[config.mk]
export PLATFORM = sky130hd
export DESIGN_NAME = seq_mult16
export DESIGN_NICKNAME = d
export VERILOG_FILES = /design/src/rtl/seq_mult16_pkg.sv /design/src/rtl/seq_mult16_add16.sv /design/src/rtl/seq_mult16.sv
export SDC_FILE = /design/constraint.sdc
export NUM_CORES = 1
export LEC_CHECK = 0
export BUFFER_PORTS_ARGS = -buffer_cell sky130_fd_sc_hd__buf_2
export CAP_MARGIN = 0
export CORE_ASPECT_RATIO = 1.1
export CORE_UTILIZATION = 49
export DETAILED_ROUTE_END_ITERATION = 6
export GPL_TIMING_DRIVEN = 0
export PLACE_DENSITY = 0.84
export SYNTH_ARGS = -nofsm -noshare
export SYNTH_HDL_FRONTEND = slang
export SYNTH_HIERARCHICAL = 1
export SYNTH_SLANG_ARGS = --single-unit
[constraint.sdc]
create_clock -name clk -period 6.45 [get_ports clk]
set_clock_uncertainty 0.15 [all_clocks]
set_input_delay 0.645 -clock clk [delete_from_list [all_inputs] [get_ports clk]]
set_output_delay 0.645 -clock clk [all_outputs]
set_load 0.005 [all_outputs]
[src/rtl/seq_mult16_pkg.sv]
// Shared types and sizing for the seq_mult16 sequential multiplier.
package seq_mult16_pkg;

   localparam int WIDTH  = 16;
   localparam int CNT_W  = 4;
   localparam int PROD_W = 2 * WIDTH;

   typedef enum logic [1:0] {
      IDLE = 2'd0,
      RUN  = 2'd1,
      DONE = 2'd2
   } state_t;

endpackage

[src/rtl/seq_mult16_add16.sv]
// ADD16: 16-bit ripple-carry adder, the single arithmetic element of seq_mult16.
module seq_mult16_add16
   import seq_mult16_pkg::*;
(
   input  logic [WIDTH-1:0] a,
   input  logic [WIDTH-1:0] b,
   input  logic             ci,
   output logic [WIDTH-1:0] s,
   output logic             co
);

   logic carry;

   // Ripple the carry from bit 0 upward, one full adder per bit.
   always_comb begin
      s     = '0;
      carry = ci;
      for (int i = 0; i < WIDTH; i++) begin
         s[i]  = a[i] ^ b[i] ^ carry;
         carry = (a[i] & b[i]) | (carry & (a[i] ^ b[i]));
      end
      co = carry;
   end

endmodule

[src/rtl/seq_mult16.sv]
// seq_mult16: 16x16 unsigned shift-add multiplier built around one ADD16.
// One partial-product add per cycle for 16 cycles, then a one-cycle done pulse.
// Optional build macro ZERO_BYPASS_EN: a zero operand skips the iteration and
// completes on the cycle after the start is accepted.
module seq_mult16 #(
   parameter int WIDTH = 16
) (
   input  logic                 clk,
   input  logic                 rst,
   input  logic                 start,
   input  logic [WIDTH-1:0]     a,
   input  logic [WIDTH-1:0]     b,
   output logic                 busy,
   output logic                 done,
   output logic [2*WIDTH-1:0]   product
);

   import seq_mult16_pkg::*;

   // The only legal width is the one ADD16 is built for.
   generate
      if (WIDTH != seq_mult16_pkg::WIDTH) begin : g_bad_width
         $error("seq_mult16: WIDTH must be 16 to match ADD16");
      end
   endgenerate

   state_t            state;
   state_t            state_nxt;
   logic [CNT_W-1:0]  cnt;
   logic [WIDTH-1:0]  mcand;
   logic [WIDTH-1:0]  addend;
   logic [WIDTH-1:0]  sum;
   logic              carry_out;
   // Partial-product register. The architectural 33rd bit is always zero
   // after a shift, so only the low 32 bits are stored; the adder carry
   // lands in bit 31 and is never lost.
   logic [PROD_W-1:0] p;
   logic [PROD_W-1:0] p_shift;
   logic              accept;
   logic              last_step;
   logic              zero_op;

   assign accept    = start && (state != RUN);
   assign last_step = (state == RUN) && (cnt == '1);

`ifdef ZERO_BYPASS_EN
   assign zero_op = (a == '0) || (b == '0);
`else
   assign zero_op = 1'b0;
`endif

   // Add the multiplicand into the upper half only when the current
   // multiplier bit (p[0]) is set.
   assign addend  = p[0] ? mcand : '0;
   assign p_shift = {carry_out, sum, p[WIDTH-1:1]};

   seq_mult16_add16 u_add16 (
      .a  (p[PROD_W-1:WIDTH]),
      .b  (addend),
      .ci (1'b0),
      .s  (sum),
      .co (carry_out)
   );

   // State register.
   always_ff @(posedge clk) begin
      if (rst) begin
         state <= IDLE;
      end else begin
         state <= state_nxt;
      end
   end

   // Next-state: accept in IDLE/DONE, iterate 16 times in RUN.
   always_comb begin
      state_nxt = state;
      case (state)
         IDLE, DONE: begin
            if (start) begin
               state_nxt = zero_op ? DONE : RUN;
            end else begin
               state_nxt = IDLE;
            end
         end
         RUN: begin
            if (last_step) begin
               state_nxt = DONE;
            end
         end
         default: state_nxt = IDLE;
      endcase
   end

   // Outputs decode directly from the registered state.
   always_comb begin
      busy = 1'b0;
      done = 1'b0;
      case (state)
         RUN:     busy = 1'b1;
         DONE:    done = 1'b1;
         default: ;
      endcase
   end

   // Iteration counter and partial-product shift register.
   always_ff @(posedge clk) begin
      if (rst) begin
         cnt <= '0;
         p   <= '0;
      end else if (accept) begin
         cnt <= '0;
         p   <= {{WIDTH{1'b0}}, b};
      end else if (state == RUN) begin
         cnt <= cnt + 1'b1;
         p   <= p_shift;
      end
   end

   // Multiplicand is captured only on an accepted start.
   always_ff @(posedge clk) begin
      if (accept) begin
         mcand <= a;
      end
   end

   // Result register: updated only when an operation completes.
   always_ff @(posedge clk) begin
      if (rst) begin
         product <= '0;
      end else if (last_step) begin
         product <= p_shift;
      end else if (accept && zero_op) begin
         product <= '0;
      end
   end

endmodule

==> flow_summary.ini <==
[status]
status = finished with violations
violations = DRC, setup timing

[sta]
setup_viol = 2
period_share = 1.03
hold_viol_final = 0
worst_pin_slew_ns = 0.729
fmax_ghz = 0.150
drv_slew = 0
rsz0062_at_grt = true
setup_ws_ns = -0.209
whs_ns = 0.311
slew_headroom = 0.514
finalSetupTns_ns = -0.389
fin_crit_ns = 6.66

[cts]
cts_root_buffer = clkbuf_8
cts_tree = yes
clock_path_buffers = 2
cts_sinks = 86
cts_buffers = 9
h-tree-depth = 3
clk_pin_slew_ns = 0.08
clkLatencyLatePin_ns = 0.35
hold_buffers = 0

[synthesis]
async_flop_share = 0
ys_ff_latch = 86
synth_top_area_frac = 0.388
synth_nets = 392
synth_area_per_cell_sq_um = 10.6
netlist.top_cell.by_area = dfxtp_1
synthCells = 340
synth_area_sq_mm = 0.00361
ys_seq_area_frac = 0.521
synth_edf_count = 16
yosys-top-cells-area = dfxtp_1, edfxtp_1, fa_1
synth_warnings = 6
synth.distinct_cells = 32
synth_flop_cell = dfxtp_1

[global_routing]
grt_pass1_wl_mm = 12.6
grt.overflow.total = 0
antenna_found_initial = 0
grt_max_degree = 17
grt_usage = 0.212
grt_pass1_vias = 2762

[place]
portBuffers = 66
place_hpwl_mm = 5.40
gp_congestion = 0.860
dpl_cell_area_sq_mm = 0.00408
placed_cells = 491

[die]
row_count = 32
pin_count = 69
start_util = 0.510
design.core.area_sq_mm = 0.00709
die_w_microns = 83.9
design.die.area_sq_mm = 0.00772
fp.dieH_microns = 92.0

[power_and_ir_drop]
power_density_mw_per_mm2 = 243
p_clk_frac = 0.346
power.switching_w = 0.000259
combinationalPowerShare = 0.098
p_seq_frac = 0.556
leakage_nw = 1.76
p_int_w = 0.000783
power_w = 0.00104
ir_worst_vdd_v = 0.000141
p_sw_frac = 0.248

[critical_path]
crit_path_cell_trace = and2_4 -> fa_2 -> inv_2 -> fa_2 -> inv_2 -> fa_2 -> fa_2 -> fa_2 -> fa_2 -> fa_2 -> fa_2 -> fa_2 -> fa_2 -> fa_2 -> fa_2 -> fa_2 -> fa_2 -> fa_2 -> inv_2 -> fa_1 -> inv_2 -> nand2_1 -> a21oi_1
max_stage_delay_ns = 0.41
critPathKind = reg -> reg
required_ns = 6.58
cp-start-kind = register
worst_path_most_repeated_cell = fa_2
slowest_stage = fa_1
critical_path.max_fanout = 2
crit_path_end_kind = register
cp.arrival_ns = 6.79

[final_layout]
drive_above_1_share = 0.301
fin_cells = 507
syn2layout_area_growth_pct = 18.5
insertedDiodeCount = 0
final_cell_area_sq_mm = 0.00428
finalNetCount = 469

[detailed_routing]
routed_wl_mm = 7.66
drc = 16
wl_per_cell_microns = 15.1
vias = 2815
dr.pass1.iters = 7
via_per_inst = 5.55
antenna_left = 0
drt-initial-drc-count = 139

[hold_path]
hold_class = in -> reg

[job]
cap_viol_max_count = 0
-- sequential cells by signal, summed over array words and instances, names as in the netlist --
name     cells
cnt          4
mcand       16
p           32
product     32
state        2
-- power groups by stage --
stage               Clock [W]  Sequential (W)  Combinational [W]
finish               0.000360        0.000579           0.000102
global route         0.000387        0.000582           0.000112
CTS                  0.000367        0.000579           0.000102
detailed placement          0        0.000591          0.0000991
global placement            0        0.000590          0.0000961
floorplan                   0        0.000587          0.0000691
-- final cells by class --
type                            count  area [sq um]
Multi-Input combinational cell    216          1570
Buffer                             27           156
Timing Repair Buffer               66           330
Fill cell                         606          2810
Clock inverter                      7          65.1
Sequential cell                    86          1890
Inverter                           11          43.8
Clock buffer                        9           124
Tap cell                           85           106
-- layer usage --
| layer | track usage | routed length, microns |
|---|---|---|
| met1 | 0.267 | 3220 |
| met4 | 0.101 | 129 |
| met3 | 0.0351 | 499 |
| met5 | 0 | 0 |
| met2 | 0.355 | 3810 |
-- layout by cell type (no fill, tap or decap), drive strengths merged --
cell type,count
nand3b,1
a21o,1
or3,1
clkinvlp,1
bufinv,1
inv,11
conb,1
a211oi,16
nand2,34
o21ai,16
xnor2,1
nor2b,2
nand2b,1
a21oi,35
dfxtp,70
buf,87
clkinv,5
nand3,17
clkbuf,15
and2,17
nor2,20
a32o,17
mux2i,16
ha,1
xor2,1
fa,16
nor3,1
edfxtp,16
and3,1
-- through the flow --
stage	util	worst slack, ns
2_1_floorplan	-	-0.00672
3_3_place_gp	0.575	-0.252
3_5_place_dp	0.575	-0.348
4_1_cts	0.604	-0.205
5_1_grt	0.604	-0.371
6_report	0.604	-0.209
-- synthesized netlist by cell type (2+ instances only) --
| cell type | instances |
|---|---|
| a211oi_1 | 16 |
| a21oi_1 | 34 |
| a32o_1 | 17 |
| and2_1 | 17 |
| buf_2 | 14 |
| buf_4 | 4 |
| buf_6 | 3 |
| clkbuf_1 | 6 |
| dfxtp_1 | 70 |
| edfxtp_1 | 16 |
| fa_1 | 16 |
| inv_1 | 10 |
| mux2i_1 | 16 |
| nand2_1 | 34 |
| nand3_1 | 16 |
| nor2_1 | 19 |
| nor2b_1 | 2 |
| o21ai_0 | 16 |
-- worst max-delay path, delay by kind of cell (launching register included) --
kind	cells	cell delay [ns]
AOI/OAI and AO/OA	1	0.11
adders and majority gates	16	5.50
buffers and inverters	4	0.24
DFF	1	0.37
and+or+nand+nor	2	0.22
-- worst paths after layout --
| kind | startpoint | end | slack (ns) | cells after the start |
|---|---|---|---|---|
| hold reg to reg | p[17]$_SDFFE_PP0P_ | p[17]$_SDFFE_PP0P_ | 0.31 | 2 |
| setup / recovery | mcand[0]$_DFFE_PP_ | p[30]$_SDFFE_PP0P_ | -0.21 | 23 |
| setup reg to reg | mcand[0]$_DFFE_PP_ | p[30]$_SDFFE_PP0P_ | -0.21 | 23 |
| hold / removal | a[2] | mcand[2]$_DFFE_PP_ | 0.31 | 1 |
-- what timing repair did --
action,in CTS,in global routing
setup endpoints to repair,5,5
resized for setup,10,0
pin swaps,1,0
setup buffers,0,0
-- logic make-up (layout without fill, tap and decap cells) --
family,count (synthesis),in the layout,synth area share
other,1,1,0.00104
AOI/OAI and AO/OA,85,85,0.156
xor gates and xnor gates,2,2,0.00485
DFF,86,86,0.521
and+or+nand+nor,95,95,0.125
buffers and inverters,38,120,0.0554
adders and majority gates,17,17,0.0922
muxes,16,16,0.0444
Power figures use the tool's default switching activity.
